===== config.mk =====
export PLATFORM = sky130hd
export DESIGN_NAME = branch_resolve_unit
export DESIGN_NICKNAME = d
export VERILOG_FILES = /design/src/rtl/branch_resolve_unit.sv
export SDC_FILE = /design/constraint.sdc
export NUM_CORES = 1
export LEC_CHECK = 0
export ABC_CLOCK_PERIOD_IN_PS = 6200
export BUFFER_PORTS_ARGS = -buffer_cell sky130_fd_sc_hd__clkbuf_2
export CORE_ASPECT_RATIO = 1.25
export CORE_MARGIN = 2
export CORE_UTILIZATION = 46
export CTS_BUF_LIST = sky130_fd_sc_hd__clkbuf_8 sky130_fd_sc_hd__clkbuf_16
export DETAILED_ROUTE_END_ITERATION = 16
export HOLD_SLACK_MARGIN = 0.03
export PLACE_DENSITY_LB_ADDON = 0.15
export RECOVER_POWER = 25
export SKIP_LAST_GASP = 1
export SYNTH_ARGS = -nofsm -noshare
export SYNTH_HDL_FRONTEND = slang
export SYNTH_SLANG_ARGS = --single-unit

===== constraint.sdc =====
create_clock -name clk -period 6.2 [get_ports clk]
set_clock_uncertainty 0.1 [all_clocks]
set_input_delay 1.24 -clock clk [delete_from_list [all_inputs] [get_ports clk]]
set_output_delay 1.24 -clock clk [all_outputs]
set_load 0.05 [all_outputs]

===== src/rtl/branch_resolve_unit.sv =====
// EX-stage control-flow resolver: computes the real next PC, redirects IF on a
// predictor miss, and feeds one registered update per resolved instruction back.
module branch_resolve_unit #(
  parameter int unsigned SQUASH_CYCLES = 1,
  parameter int unsigned CNT_W         = 32
) (
  input  logic             clk,
  input  logic             reset,
  input  logic             ex_valid,
  input  logic             ex_stall,
  input  logic [31:0]      ex_pc,
  input  logic [31:0]      ex_pred_next_pc,
  input  logic             ex_is_branch,
  input  logic             ex_is_jal,
  input  logic             ex_is_jalr,
  input  logic             ex_bcond,
  input  logic [31:0]      ex_imm,
  input  logic [31:0]      ex_rs1_data,
  output logic             redirect_valid,
  output logic [31:0]      redirect_pc,
  output logic             flush_if_id,
  output logic             flush_id_ex,
  output logic             upd_valid,
  output logic             upd_is_branch,
  output logic             upd_is_jal,
  output logic             upd_is_jalr,
  output logic [31:0]      upd_pc,
  output logic [31:0]      upd_actual_target,
  output logic             upd_actual_taken,
  output logic             upd_prediction_correct,
  output logic [CNT_W-1:0] branch_count,
  output logic [CNT_W-1:0] mispredict_count
);

  localparam logic [1:0] S_IDLE   = 2'd0;
  localparam logic [1:0] S_HOLD   = 2'd1;
  localparam logic [1:0] S_SQUASH = 2'd2;
  localparam logic [2:0] SQ_INIT  = 3'(SQUASH_CYCLES);
  localparam bit         SQ_EN    = (SQUASH_CYCLES != 0);

  logic [1:0]  state;
  logic [2:0]  cnt;
  logic        held_miss;

  logic        cfi, taken, correct, resolve, miss;
  logic [31:0] target, seq_pc, actual_next;

  always_comb begin
    cfi         = ex_is_branch | ex_is_jal | ex_is_jalr;
    target      = ex_is_jalr ? ((ex_rs1_data + ex_imm) & ~32'h1) : (ex_pc + ex_imm);
    taken       = ex_is_jal | ex_is_jalr | (ex_is_branch & ex_bcond);
    seq_pc      = ex_pc + 32'd4;
    actual_next = taken ? target : seq_pc;
    correct     = (actual_next == ex_pred_next_pc);
    // Only IDLE resolves; HOLD already did and SQUASH drains the wrong path.
    resolve     = reset && (state == S_IDLE) && ex_valid && cfi;
    miss        = resolve && !correct;
  end

  assign redirect_valid = miss;
  assign redirect_pc    = miss ? actual_next : 32'h0;
  assign flush_if_id    = miss;
  assign flush_id_ex    = miss;

  always_ff @(posedge clk) begin
    if (!reset) begin
      state     <= S_IDLE;
      cnt       <= 3'd0;
      held_miss <= 1'b0;
    end else begin
      case (state)
        S_IDLE: begin
          if (resolve) begin
            if (ex_stall) begin
              state     <= S_HOLD;
              held_miss <= !correct;
            end else if (!correct && SQ_EN) begin
              state <= S_SQUASH;
              cnt   <= SQ_INIT;
            end
          end
        end
        S_HOLD: begin
          if (!ex_stall) begin
            if (held_miss && SQ_EN) begin
              state <= S_SQUASH;
              cnt   <= SQ_INIT;
            end else begin
              state <= S_IDLE;
            end
            held_miss <= 1'b0;
          end
        end
        S_SQUASH: begin
          if (cnt <= 3'd1) begin
            state <= S_IDLE;
            cnt   <= 3'd0;
          end else begin
            cnt <= cnt - 3'd1;
          end
        end
        default: state <= S_IDLE;
      endcase
    end
  end

  always_ff @(posedge clk) begin
    if (!reset) begin
      upd_valid              <= 1'b0;
      upd_is_branch          <= 1'b0;
      upd_is_jal             <= 1'b0;
      upd_is_jalr            <= 1'b0;
      upd_pc                 <= 32'h0;
      upd_actual_target      <= 32'h0;
      upd_actual_taken       <= 1'b0;
      upd_prediction_correct <= 1'b0;
    end else begin
      upd_valid <= resolve;
      if (resolve) begin
        upd_is_branch          <= ex_is_branch;
        upd_is_jal             <= ex_is_jal;
        upd_is_jalr            <= ex_is_jalr;
        upd_pc                 <= ex_pc;
        upd_actual_target      <= target;
        upd_actual_taken       <= taken;
        upd_prediction_correct <= correct;
      end
    end
  end

  always_ff @(posedge clk) begin
    if (!reset) begin
      branch_count     <= '0;
      mispredict_count <= '0;
    end else begin
      if (resolve && (branch_count != '1))
        branch_count <= branch_count + 1'b1;
      if (miss && (mispredict_count != '1))
        mispredict_count <= mispredict_count + 1'b1;
    end
  end

endmodule


## Word level (Yosys, flattened, before mapping)

Cells that the tools add are included.

- Add/subtract/negate cells: 6
- Magnitude comparators: 1
- Eq/ne operators: 13
- Mux-type cells: 21
- Bitwise gates (word level): 5
- Reduce and logical (&&, ||, !) cells: 13

Operators by type and width:

| kind | number |
|---|---|
| 2-to-1 mux 32 bit | 3 |
| adder 32 x 1 -> 32 bit (second input constant) | 2 |
| adder 32 bit | 2 |
| inequality test 32 bit (second input constant) | 2 |
| adder 32 x 3 -> 32 bit (second input constant) | 1 |
| == test 32 bit | 1 |
| 2-to-1 mux 3 bit | 6 |
| inequality test 2 bit (second input constant) | 7 |
| 2-to-1 mux 2 bit | 6 |
| case mux 3 bit (3 select lines) | 1 |
| AND reduction 4 bit | 2 |
| logical AND 1 bit | 6 |
| case mux 2 bit (3 select lines) | 1 |
| AND reduction 6 bit | 1 |
| bitwise OR 1 bit | 4 |
| <= comparator 3 x 1 -> 1 bit (second input constant) | 1 |
| 2-to-1 mux 1 bit | 3 |
| inequality test 3 bit (second input constant) | 1 |
| nonzero test 3 bit | 1 |
| subtractor 3 x 1 -> 3 bit (second input constant) | 1 |
| == test 2 x 1 -> 1 bit (second input constant) | 1 |
| == test 2 bit (second input constant) | 1 |
| logical NOT 2 bit | 1 |
| case mux 1 bit (2 select lines) | 1 |
| 3 further kinds | 3 |

- Register bits: 140
- Input bits: 136
- Output and inout bits: 169

## Logic depth before layout (Yosys ltp)

Gate-level depths: netlist (run 1).

- Word-level depth: 8
- Mapped depth: 18
- Gate-level depth less buffers: 16

## Worst setup path after synthesis (run 1)

OpenSTA, ideal clock, no wires.

- Kind: input to output
- Start point: in ex_pc[0]
- End point: out redirect_pc[21]
- Arrival: 5.328 ns
- Required time: 4.860 ns
- Slack: -0.468 ns
- Cell stages on the path: 15
- Path buffers: 0
- Cell sequence: ha_1 > inv_1 > fa_1 > nand2b_1 > a21oi_1 > nand3b_1 > and4_1 > a221o_1 > nor4_2 > mux2i_1 > nand4b_1 > a2111oi_2 > nand4_1 > nand2_2 > nor4_1

- Longest elaborated chain between the ends: 7
- Elaborated cells on any way between the ends: 8
- Classes of those cells: add/sub (2); eq/ne (1); mux (3); reduce/logical (2)

Ends and longest elaborated chain:

| what | line | source |
|---|---|---|
| from (decl) | 11 | `input logic [31:0] ex_pc,` |
| adder 32 bit | 50 | `target = ex_is_jalr ? ((ex_rs1_data + ex_imm) & ~32'h1) : (ex_pc + ex_imm);` |
| 2-to-1 mux 32 bit | 50 |  |
| 2-to-1 mux 32 bit (*) | 53 | `actual_next = taken ? target : seq_pc;` |
| == test 32 bit | 54 | `correct = (actual_next == ex_pred_next_pc);` |
| logical NOT 1 bit | -- |  |
| logical AND 1 bit | 57 | `miss = resolve && !correct;` |
| 2-to-1 mux 32 bit (*) | 61 | `assign redirect_pc = miss ? actual_next : 32'h0;` |
| to (decl) | 20 | `output logic [31:0] redirect_pc,` |

Every way passes the cells marked *; elsewhere a longest branch is shown, timed or not.

## Worst setup path in the final report (run 1)

- Start point: in ex_imm[2]
- End point: out redirect_pc[20]

- Longest elaborated chain between the ends: 7
- Elaborated cells on any way between the ends: 8
- Classes of those cells: add/sub (2); eq/ne (1); mux (3); reduce/logical (2)

Ends and longest elaborated chain:

| what | line | source |
|---|---|---|
| from (decl) | 17 | `input logic [31:0] ex_imm,` |
| adder 32 bit | 50 |  |
| 2-to-1 mux 32 bit (*) | 50 |  |
| 2-to-1 mux 32 bit (*) | 53 |  |
| == test 32 bit | 54 |  |
| logical NOT 1 bit | -- |  |
| logical AND 1 bit | 57 |  |
| 2-to-1 mux 32 bit (*) | 61 |  |

Marked as above.

==> impl_metrics.env, run 1 <==
export IMPL_status="finished, violations left"
export IMPL_failed_checks="setup timing"
export IMPL_p_leak_uw=0.00789
export IMPL_fill_cells=2268
export IMPL_most_common_cell_after_layout_fill_and_taps_aside="sky130_fd_sc_hd__buf_4"
export IMPL_critPathRequiredTime_ns=4.86
export IMPL_via_per_inst=6.05
export IMPL_clock_path_buffers=2
export IMPL_syn_avg_cell_area_um2=7.29
export IMPL_start_util=0.468
export IMPL_final_nets=2545
export IMPL_most_common_layout_cells="395 x sky130_fd_sc_hd__buf_4, 217 x sky130_fd_sc_hd__nand2_1, 193 x sky130_fd_sc_hd__clkbuf_2, 152 x sky130_fd_sc_hd__nor2_1, 143 x sky130_fd_sc_hd__a21oi_1"
export IMPL_critical_path_arrival_ns=5.28
export IMPL_synth_main_ff_cell="sky130_fd_sc_hd__dfxtp_1"
export IMPL_syn_inst=1716
export IMPL_worst_r2r_path_depth=9
export IMPL_peakVddDrop_v=0.000115
export IMPL_cts_buffers=17
export IMPL_area_growth_syn_to_layout_pct=51.0
export IMPL_power_clock_fraction=0.271
export IMPL_post_cts_hold_buffer_count=0
export IMPL_yosys_cell_types_count=93
export IMPL_dieWidth_um=151
export IMPL_drt_iter0_drc=1375
export IMPL_num_io_pins=305
export IMPL_count_of_state_elements_after_synthesis=140
export IMPL_placed_cell_areas_um2=16900
export IMPL_post_route_ant_nets=0
export IMPL_timing_critical_path_to="redirect_pc[20]"
export IMPL_fin_area_um2=18900
export IMPL_placement_io_buffers=304
export IMPL_rr_endpoint="mispredict_count[14]"
export IMPL_grt_pass1_wl_um=82500
export IMPL_worst_setup_path_end_kind="output pin"
export IMPL_clk_latency_ns=0.42
export IMPL_worst_setup_hold_path_clk_slew_ns=0.06
export IMPL_seqCellArea_um2=2800
export IMPL_min_period_ns=6.62
export IMPL_holdCritStartpoint="upd_actual_target[0]"
export IMPL_finalHoldViolCount=0
export IMPL_slack_of_the_worst_reg_to_reg_path_ns=2.67
export IMPL_antenna_found_initial=1
export IMPL_slew_headroom=0.434
export IMPL_final_setup_viol_count=35
export IMPL_synth_enable_flop_cells=0
export IMPL_share_of_flip_flops_with_an_asynchronous_set_or_reset_after_synthesis=0
export IMPL_gp_congestion=1.00
export IMPL_drcViolationCount=0
export IMPL_groute_usage_overall=0.374
export IMPL_clock_root_buffer="sky130_fd_sc_hd__clkbuf_16"
export IMPL_final_max_slew_viol_count=0
export IMPL_timing_hold_ws_ns=0.354
export IMPL_crit_type="primary input to output pin"
export IMPL_power_switching_uw=1450
export IMPL_floorplan_core_area_um2=26700
export IMPL_final_util=0.706
export IMPL_multi_input_comb_area_um2=9890
export IMPL_share_seq_of_total_power=0.255
export IMPL_grt_max_degree=68
export IMPL_globalRouteOverflowTotal=0
export IMPL_first_global_vias=15228
export IMPL_numClockSinks=140
export IMPL_setup_ws_ns=-0.423
export IMPL_ys_warn_count=0
export IMPL_timing_max_cap_violations=0
export IMPL_p_per_area_nw_per_um2=198
export IMPL_htree_levels=4
export IMPL_vias=16328
export IMPL_max_freq_mhz=151
export IMPL_rsz0062_at_grt="yes"
export IMPL_worstMarginPinSlew_ns=0.843
export IMPL_tritoncts="built"
export IMPL_p_sw_frac=0.387
export IMPL_timing_critical_path_from_type="primary input"
export IMPL_die_height_um=188
export IMPL_path_max_fanout=5
export IMPL_cell_internal_pwr_uw=2290
export IMPL_min_period_over_period=1.07
export IMPL_dr_pass1_iters=5
export IMPL_hpwlAfterDp_um=44400
export IMPL_die_area_um2=28500
export IMPL_cp_startpoint="ex_imm[2]"
export IMPL_totalWireLength_um=56500
export IMPL_final_layout_size_suffix_gt1_frac=0.347
export IMPL_reg_to_reg_critical_path_startpoint="state[1]"
export IMPL_yosysSeqAreaShare=0.224
export IMPL_holdCritPathClass="flip-flop to flip-flop"
export IMPL_number_of_nets_in_the_synthesized_netlist=1920
export IMPL_pre_cts_slack_ns=-0.820
export IMPL_power_share_combinational=0.473
export IMPL_core_rowCount=67
export IMPL_syn_area_um2=12500
export IMPL_average_wire_length_per_cell_after_detail_routing_um=20.9
worst max-delay path, stage by stage:
cell and delay [ns]:
sky130_fd_sc_hd__clkbuf_2 0.09, sky130_fd_sc_hd__buf_4 0.13, sky130_fd_sc_hd__ha_4 0.16, sky130_fd_sc_hd__buf_6 0.12
sky130_fd_sc_hd__nor2_4 0.15, sky130_fd_sc_hd__a21oi_4 0.07, sky130_fd_sc_hd__nand3b_1 0.24, sky130_fd_sc_hd__buf_4 0.19
sky130_fd_sc_hd__nand2_4 0.05, sky130_fd_sc_hd__buf_4 0.14, sky130_fd_sc_hd__a221o_1 0.40, sky130_fd_sc_hd__nor4_4 0.42
sky130_fd_sc_hd__mux2i_1 0.27, sky130_fd_sc_hd__nand4b_1 0.21, sky130_fd_sc_hd__a2111oi_4 0.40, sky130_fd_sc_hd__nand4_1 0.27
sky130_fd_sc_hd__nand2_4 0.18, sky130_fd_sc_hd__buf_12 0.16, sky130_fd_sc_hd__buf_8 0.15, sky130_fd_sc_hd__a211oi_2 0.05
sky130_fd_sc_hd__buf_6 0.17
repair_timing:
action                     4_1_cts  5_1_grt
pin swaps                       13       37
gates resized for setup        131      124
buffers inserted                10       19
setup endpoints to repair       35       35
cloned                           1        1
Yosys cell counts, drive strengths merged (7+ instances only):
| cell type | instances | area (um2) |
|---|---|---|
| o21a | 15 | 113 |
| o221ai | 11 | 96.3 |
| xor2 | 49 | 429 |
| o211ai | 25 | 188 |
| nand4 | 55 | 350 |
| nand2b | 18 | 113 |
| nor4 | 20 | 144 |
| a211oi | 27 | 208 |
| xnor2 | 62 | 543 |
| or2 | 8 | 52.6 |
| a31oi | 17 | 106 |
| a21o | 13 | 97.6 |
| nand3 | 63 | 315 |
| or4 | 14 | 109 |
| dfxtp | 140 | 2800 |
| or3 | 29 | 181 |
| nor2b | 8 | 50.1 |
| and4 | 25 | 219 |
| clkbuf | 71 | 267 |
| ha | 66 | 826 |
| a21oi | 155 | 776 |
| o21ai | 88 | 440 |
| o31ai | 17 | 141 |
| nand3b | 10 | 75.1 |
| inv | 30 | 113 |
| nor2 | 169 | 637 |
| mux2i | 24 | 240 |
| and2 | 21 | 131 |
| nor3 | 41 | 221 |
| a22oi | 7 | 52.6 |
| and3 | 27 | 169 |
| nand2 | 224 | 843 |
| a2111oi | 14 | 173 |
| buf | 37 | 210 |
| a211o | 8 | 70.1 |
worst min path at each step:
| stage | endpoint | slack (ns) | cells after the start |
|---|---|---|---|
| after floorplan | state[0] | 0.40 | 2 |
| after global placement | upd_actual_target[0] | 0.34 | 2 |
| after detailed placement | upd_actual_target[0] | 0.35 | 2 |
| after CTS | upd_actual_target[0] | 0.35 | 2 |
| after global routing | upd_actual_target[0] | 0.38 | 2 |
| final | upd_actual_target[0] | 0.35 | 2 |
flip-flops by register name, indices dropped and copies added (netlist names):
name,flops
upd_pc,32
upd_prediction_correct,1
mispredict_count,32
upd_is_jalr,1
upd_is_branch,1
upd_valid,1
cnt,3
state,2
held_miss,1
upd_actual_taken,1
branch_count,32
upd_actual_target,32
upd_is_jal,1
layout make-up:
type | count | share of cell area
multi-input cells | 1437 | 0.524
flip-flops and latches | 140 | 0.148
inverters | 31 | 0.00669
well taps | 345 | 0.0229
diodes | 1 | 0.000133
repair buffers | 714 | 0.267
clock inverters | 14 | 0.00782
clock buffers | 18 | 0.0233
cells by family (layout without fill, tap and decap cells):
logic type | Yosys count | in the layout | synth area share
AOI/OAI and AO/OA | 480 | 480 | 0.256
xor gates and xnor gates | 112 | 112 | 0.0796
adders and majority gates | 68 | 68 | 0.0692
buffers and inverters | 139 | 777 | 0.0474
DFF | 140 | 140 | 0.224
muxes | 29 | 29 | 0.0237
other | 0 | 1 | 0
and+or+nand+nor | 748 | 748 | 0.300
power by group through the flow:
stage	sequential, uW	combinational, uW	clock (uW)
2_1_floorplan	1070	711	0
3_3_place_gp	970	1550	0
3_5_place_dp	972	1560	0
4_1_cts	952	1640	1020
5_1_grt	955	1860	1050
6_report	953	1770	1010
through the flow:
step	total power, uW	std cells	setup TNS [ns]
floorplan	1780	1716	-2.02
global placement	2520	2638	-23.17
detailed placement	2530	2638	-26.45
CTS	3610	2681	-13.05
global route	3870	2700	-15.23
finish	3730	2700	-12.54
routing by layer:
metal,track usage,part of all wire
met1,0.473,0.40
met2,0.633,0.47
met3,0.0344,0.080
met4,0.177,0.051
met5,0,0
Power figures use the tool's default switching activity.
==> inputs of run 2 (changes only) <==
CORE_MARGIN = not set   (was 2)
==> run 2 against run 1 <==
Compared with the run above:
- the flow still finishes with violations (setup timing)
- cell area fell by 2.2%
- non-clock buffer count stayed put
- clock power rose by 6%
- fmax increased by 0.52%
- setup slack better by 0.034 ns
- worst hold slack better by 0.0025 ns
- critical path type unchanged
==> impl_metrics.env, run 2 (synthesis results as in run 1) <==
export IMPL_clock_root_buffer="sky130_fd_sc_hd__clkbuf_16"
export IMPL_first_global_vias=15700
export IMPL_clk_latency_ns=0.42
export IMPL_placed_cell_areas_um2=17000
export IMPL_status="finished, violations left"
export IMPL_worstMarginPinSlew_ns=0.885
export IMPL_fill_cells=2368
export IMPL_power_share_combinational=0.457
export IMPL_final_nets=2545
export IMPL_core_rowCount=67
export IMPL_vias=16217
export IMPL_timing_max_cap_violations=0
export IMPL_drt_iter0_drc=1321
export IMPL_timing_hold_ws_ns=0.356
export IMPL_tritoncts="built"
export IMPL_fin_area_um2=18500
export IMPL_reg_to_reg_critical_path_startpoint="state[1]"
export IMPL_area_growth_syn_to_layout_pct=47.8
export IMPL_gp_congestion=1.02
export IMPL_min_period_over_period=1.06
export IMPL_rsz0062_at_grt="yes"
export IMPL_max_freq_mhz=152
export IMPL_globalRouteOverflowTotal=0
export IMPL_final_layout_size_suffix_gt1_frac=0.325
export IMPL_holdCritPathClass="flip-flop to flip-flop"
export IMPL_grt_max_degree=82
export IMPL_worst_setup_path_end_kind="output pin"
export IMPL_start_util=0.468
export IMPL_via_per_inst=6.01
export IMPL_p_per_area_nw_per_um2=201
export IMPL_antenna_found_initial=3
export IMPL_numClockSinks=140
export IMPL_power_switching_uw=1390
export IMPL_floorplan_core_area_um2=26700
export IMPL_slack_of_the_worst_reg_to_reg_path_ns=2.72
export IMPL_path_max_fanout=8
export IMPL_crit_type="primary input to output pin"
export IMPL_dr_pass1_iters=8
export IMPL_die_height_um=186
export IMPL_final_util=0.691
export IMPL_die_area_um2=27800
export IMPL_critical_path_arrival_ns=5.25
export IMPL_average_wire_length_per_cell_after_detail_routing_um=20.9
export IMPL_cp_startpoint="ex_imm[15]"
export IMPL_power_clock_fraction=0.287
export IMPL_min_period_ns=6.59
export IMPL_slew_headroom=0.406
export IMPL_drcViolationCount=0
export IMPL_placement_io_buffers=304
export IMPL_p_sw_frac=0.375
export IMPL_final_setup_viol_count=35
export IMPL_num_io_pins=305
export IMPL_finalHoldViolCount=0
export IMPL_final_max_slew_viol_count=0
export IMPL_cts_buffers=17
export IMPL_most_common_layout_cells="390 x sky130_fd_sc_hd__buf_4, 218 x sky130_fd_sc_hd__nand2_1, 197 x sky130_fd_sc_hd__clkbuf_2, 164 x sky130_fd_sc_hd__nor2_1, 148 x sky130_fd_sc_hd__a21oi_1"
export IMPL_worst_setup_hold_path_clk_slew_ns=0.06
export IMPL_total_power_uw=3720
export IMPL_timing_critical_path_to="redirect_pc[1]"
export IMPL_worst_r2r_path_depth=12
export IMPL_groute_usage_overall=0.393
export IMPL_dieWidth_um=149
export IMPL_clock_path_buffers=2
export IMPL_peakVddDrop_v=0.000141
export IMPL_setup_ws_ns=-0.389
export IMPL_pre_cts_slack_ns=-0.778
export IMPL_share_seq_of_total_power=0.257
export IMPL_htree_levels=4
export IMPL_most_common_cell_after_layout_fill_and_taps_aside="sky130_fd_sc_hd__buf_4"
export IMPL_grt_pass1_wl_um=85000
export IMPL_post_route_ant_nets=0
export IMPL_rr_endpoint="branch_count[28]"
export IMPL_p_leak_uw=0.00787
export IMPL_timing_critical_path_from_type="primary input"
export IMPL_critPathRequiredTime_ns=4.86
export IMPL_totalWireLength_um=56400
export IMPL_cell_internal_pwr_uw=2320
export IMPL_post_cts_hold_buffer_count=0
export IMPL_hpwlAfterDp_um=45200
export IMPL_failed_checks="setup timing"
## run 2: critical path, stage by stage
cell and delay [ns]:
sky130_fd_sc_hd__clkbuf_2 0.12, sky130_fd_sc_hd__buf_6 0.13, sky130_fd_sc_hd__ha_4 0.25, sky130_fd_sc_hd__a21oi_2 0.26
sky130_fd_sc_hd__buf_4 0.17, sky130_fd_sc_hd__o211ai_1 0.14, sky130_fd_sc_hd__and4_1 0.25, sky130_fd_sc_hd__a221o_1 0.41
sky130_fd_sc_hd__nor4_4 0.39, sky130_fd_sc_hd__mux2i_1 0.32, sky130_fd_sc_hd__nand4b_1 0.21, sky130_fd_sc_hd__a2111oi_4 0.43
sky130_fd_sc_hd__nand4_1 0.25, sky130_fd_sc_hd__nand2_4 0.20, sky130_fd_sc_hd__buf_6 0.19, sky130_fd_sc_hd__nor2_1 0.08
sky130_fd_sc_hd__clkbuf_8 0.19
## run 2: stage by stage
step / std cells / setup TNS [ns]
2_1_floorplan: 1716 / -2.02
3_3_place_gp: 2649 / -25.86
3_5_place_dp: 2649 / -25.71
4_1_cts: 2690 / -9.09
5_1_grt: 2700 / -14.23
6_report: 2700 / -12.06
## run 2: power groups by stage
stage	sequential, uW	clock, uW	combinational (uW)
finish	954	1070	1700
global route	957	1110	1790
CTS	954	1070	1630
detailed placement	973	0	1550
global placement	971	0	1550
floorplan	1070	0	711
## run 2: how the worst min path moves through the flow
stage	start	to	cells after the start	slack, ns
after floorplan	state[0]	state[0]	2	0.40
after global placement	upd_actual_target[6]	upd_actual_target[6]	2	0.34
after detailed placement	upd_pc[23]	upd_pc[23]	2	0.35
after CTS	upd_actual_target[26]	upd_actual_target[26]	2	0.36
after global routing	upd_pc[30]	upd_pc[30]	2	0.37
final	upd_actual_target[26]	upd_actual_target[26]	2	0.36
## run 2: per-layer routing
metal / GRT usage / part of all wire
met1: 0.486 / 0.40
met2: 0.663 / 0.47
met3: 0.0589 / 0.074
met4: 0.181 / 0.051
met5: 0 / 0.00023
## run 2: layout make-up
class,count,area [um2],area share
well taps,345,432,0.0234
inverters,31,119,0.00643
repair buffers,714,4970,0.269
diodes,2,5.00,0.000271
flip-flops and latches,140,2800,0.152
clock buffers,18,439,0.0238
multi-input cells,1437,9530,0.516
clock inverters,13,176,0.00955
## run 2: timing repair
item / CTS / global route
setup endpoints to repair: 35 / 35
gates resized for setup: 127 / 48
pin swaps: 19 / 16
endpoints found under the hold margin: 0 / 0
buffers inserted: 11 / 7
gates cloned: 0 / 1
==> inputs of run 3 (changes only) <==
ABC_AREA = 1   (was not set)
==> run 3 against run 2 <==
Compared with the run above:
- the flow now finishes without violations
- area after synthesis increased by 12%
- combinational power decreased by 18%
- total power decreased by 6.0%
- clock power about the same
- critical path depth increased by 5
- register-to-register slack got worse by 0.65 ns
==> impl_metrics.env, run 3 <==
export IMPL_average_wire_length_per_cell_after_detail_routing_um=17.6
export IMPL_floorplan_core_area_um2=30000
export IMPL_cell_internal_pwr_uw=1950
export IMPL_area_growth_syn_to_layout_pct=16.7
export IMPL_grt_max_degree=69
export IMPL_totalWireLength_um=55500
export IMPL_max_freq_mhz=163
export IMPL_worst_setup_hold_path_clk_slew_ns=0.06
export IMPL_drt_iter0_drc=1338
export IMPL_number_of_nets_in_the_synthesized_netlist=2673
export IMPL_clk_latency_ns=0.44
export IMPL_min_period_ns=6.13
export IMPL_post_cts_hold_buffer_count=0
export IMPL_ys_top_cells_by_area="sky130_fd_sc_hd__nand2_1 21%, sky130_fd_sc_hd__dfxtp_1 20%, sky130_fd_sc_hd__inv_1 10%"
export IMPL_power_switching_uw=1540
export IMPL_fill_cells=3321
export IMPL_globalRouteOverflowTotal=0
export IMPL_critPathRequiredTime_ns=4.86
export IMPL_timing_max_cap_violations=0
export IMPL_clock_root_buffer="sky130_fd_sc_hd__clkbuf_16"
export IMPL_p_leak_uw=0.00861
export IMPL_rsz0062_at_grt="yes"
export IMPL_placed_cell_areas_um2=15800
export IMPL_yosys_area_top_type_share=0.214
export IMPL_die_area_um2=31200
export IMPL_fin_setup_tns_ns=0
export IMPL_critical_path_cell_chain="clkbuf_2, ha_1, nand2_1, nor2_1, inv_1, nor2_1, nand3b_1, nand3_1, nand2_1, nand3_1, nand2_1, nand2_1, nand3_1, nand2_1, nor2_1, nand2_1, nor2_2, nand3_2, nand2_1, buf_12, a21oi_1, clkbuf_4"
export IMPL_timing_hold_ws_ns=0.363
export IMPL_yosys_top_cell_by_area="sky130_fd_sc_hd__nand2_1"
export IMPL_worstMarginPinSlew_ns=1.02
export IMPL_clock_path_buffers=2
export IMPL_yosys_cell_types_count=55
export IMPL_synth_main_ff_cell="sky130_fd_sc_hd__dfxtp_1"
export IMPL_syn_area_um2=14000
export IMPL_yosys_cell_count_top_type="sky130_fd_sc_hd__nand2_1"
export IMPL_finalHoldViolCount=0
export IMPL_hpwlAfterDp_um=45500
export IMPL_numClockSinks=140
export IMPL_ys_warn_count=0
export IMPL_vias=17110
export IMPL_synth_commonest_cells="802 x sky130_fd_sc_hd__nand2_1, 383 x sky130_fd_sc_hd__inv_1, 255 x sky130_fd_sc_hd__nand3_1, 216 x sky130_fd_sc_hd__nor2_1, 140 x sky130_fd_sc_hd__dfxtp_1"
export IMPL_drcViolationCount=0
export IMPL_start_util=0.468
export IMPL_syn_inst=2469
export IMPL_dieWidth_um=158
export IMPL_final_layout_size_suffix_gt1_frac=0.132
export IMPL_crit_path_frequent_cell="sky130_fd_sc_hd__nand2_1"
export IMPL_cts_post_setup_buffers_inserted=0
export IMPL_worst_path_max_delay_cell="sky130_fd_sc_hd__ha_1"
export IMPL_synth_simple_gate_area_share=0.476
export IMPL_share_of_flip_flops_with_an_asynchronous_set_or_reset_after_synthesis=0
export IMPL_yosys_area_share_adder=0.0617
export IMPL_setup_ws_ns=0.0716
export IMPL_most_common_layout_cells="801 x sky130_fd_sc_hd__nand2_1, 383 x sky130_fd_sc_hd__inv_1, 255 x sky130_fd_sc_hd__nand3_1, 225 x sky130_fd_sc_hd__clkbuf_2, 215 x sky130_fd_sc_hd__nor2_1"
export IMPL_htree_levels=4
export IMPL_pre_cts_slack_ns=0.130
export IMPL_status="finished clean"
export IMPL_critical_path_arrival_ns=4.79
export IMPL_share_seq_of_total_power=0.286
export IMPL_die_height_um=197
export IMPL_compound_gate_fraction_of_synth_area=0.0968
export IMPL_num_io_pins=305
export IMPL_slowest_delay_ns=0.39
export IMPL_power_share_combinational=0.401
export IMPL_core_rowCount=71
export IMPL_final_nets=2946
export IMPL_post_synth_mux_area_share=0
export IMPL_cts_resized=0
export IMPL_worst_setup_path_end_kind="output pin"
export IMPL_slew_headroom=0.321
export IMPL_post_route_ant_nets=0
export IMPL_final_util=0.546
export IMPL_p_sw_frac=0.442
export IMPL_cts_buffers=17
export IMPL_groute_usage_overall=0.355
export IMPL_yosysSeqAreaShare=0.200
export IMPL_power_clock_fraction=0.313
export IMPL_peakVddDrop_v=0.000201
export IMPL_most_common_cell_after_layout_fill_and_taps_aside="sky130_fd_sc_hd__nand2_1"
export IMPL_tritoncts="built"
export IMPL_antenna_found_initial=2
export IMPL_min_period_over_period=0.988
export IMPL_synth_enable_flop_cells=0
export IMPL_first_global_vias=16075
export IMPL_holdCritPathClass="flip-flop to flip-flop"
export IMPL_p_per_area_nw_per_um2=213
export IMPL_final_setup_viol_count=0
export IMPL_path_max_fanout=21
export IMPL_post_synth_xor_area_fraction=0.0349
export IMPL_placement_io_buffers=304
export IMPL_syn_avg_cell_area_um2=5.69
export IMPL_fin_area_um2=16400
export IMPL_final_max_slew_viol_count=0
export IMPL_synth_top_family_by_area="simple AND/OR/NAND/NOR gates"
export IMPL_count_of_state_elements_after_synthesis=140
export IMPL_via_per_inst=5.42
export IMPL_gp_congestion=1.02
export IMPL_timing_critical_path_from_type="primary input"
export IMPL_crit_type="primary input to output pin"
export IMPL_grt_pass1_wl_um=84200
export IMPL_dr_pass1_iters=6
-- run 3: cell types whose count changed in the layout (fill, tap and decap cells not counted), moves of 47 or more --
cell                      change
sky130_fd_sc_hd__buf_4      -378
sky130_fd_sc_hd__nand3_1    +193
sky130_fd_sc_hd__xnor2_1     -47
sky130_fd_sc_hd__nand2_1    +583
sky130_fd_sc_hd__inv_1      +354
sky130_fd_sc_hd__nor2_1      +51
-- run 3: final timing paths --
check                      startpoint  cells past startpoint  slack [ns]                   to
setup reg to reg  mispredict_count[2]                     13        2.07  mispredict_count[0]
hold / removal              upd_pc[9]                      2        0.36            upd_pc[9]
setup / recovery           ex_imm[18]                     22        0.07      redirect_pc[16]
hold reg to reg             upd_pc[9]                      2        0.36            upd_pc[9]
-- run 3: metal layers --
layer | global-route usage | up-vias | routed length (um)
met5 | 0 | - | 0
li1 | - | 8473 | -
met3 | 0.0472 | 150 | 3660
met1 | 0.404 | 7806 | 21400
met2 | 0.628 | 681 | 27300
met4 | 0.199 | 0 | 3190
-- run 3: per-stage QoR --
step / power (uW) / std cells
global route: 3680 / 3158
CTS: 3500 / 3156
global placement: 2400 / 3124
floorplan: 2010 / 2469
finish: 3490 / 3158
detailed placement: 2410 / 3124
-- run 3: area by class of cell --
| type | instances | area, um2 | area share |
|---|---|---|---|
| repair buffers | 317 | 1540 | 0.0942 |
| well taps | 401 | 502 | 0.0306 |
| flip-flops and latches | 140 | 2800 | 0.171 |
| multi-input cells | 1867 | 9420 | 0.575 |
| clock buffers | 18 | 439 | 0.0268 |
| inverters | 399 | 1500 | 0.0914 |
| diodes | 2 | 5.00 | 0.000306 |
| clock inverters | 14 | 173 | 0.0105 |
-- run 3: kinds of logic (layout without fill, tap and decap cells) --
family | count (synthesis) | after routing
AOI/OAI and AO/OA | 233 | 233
adders and majority gates | 68 | 68
DFF | 140 | 140
other | 0 | 2
and+or+nand+nor | 1510 | 1510
buffers and inverters | 462 | 748
xor gates and xnor gates | 56 | 56
-- run 3: power by group through the flow --
stage	logic (uW)	clock network (uW)	registers, uW
6_report	1400	1090	1000
4_1_cts	1390	1100	1000
3_3_place_gp	1380	0	1020
3_5_place_dp	1390	0	1020
5_1_grt	1540	1140	1010
2_1_floorplan	816	0	1190
-- run 3: critical path, delay by kind of cell --
kind            cells  cell delay [ns]
compound gates      1             0.30
fa+ha+maj           1             0.39
buf+inv             4             0.67
simple gates       16             2.18
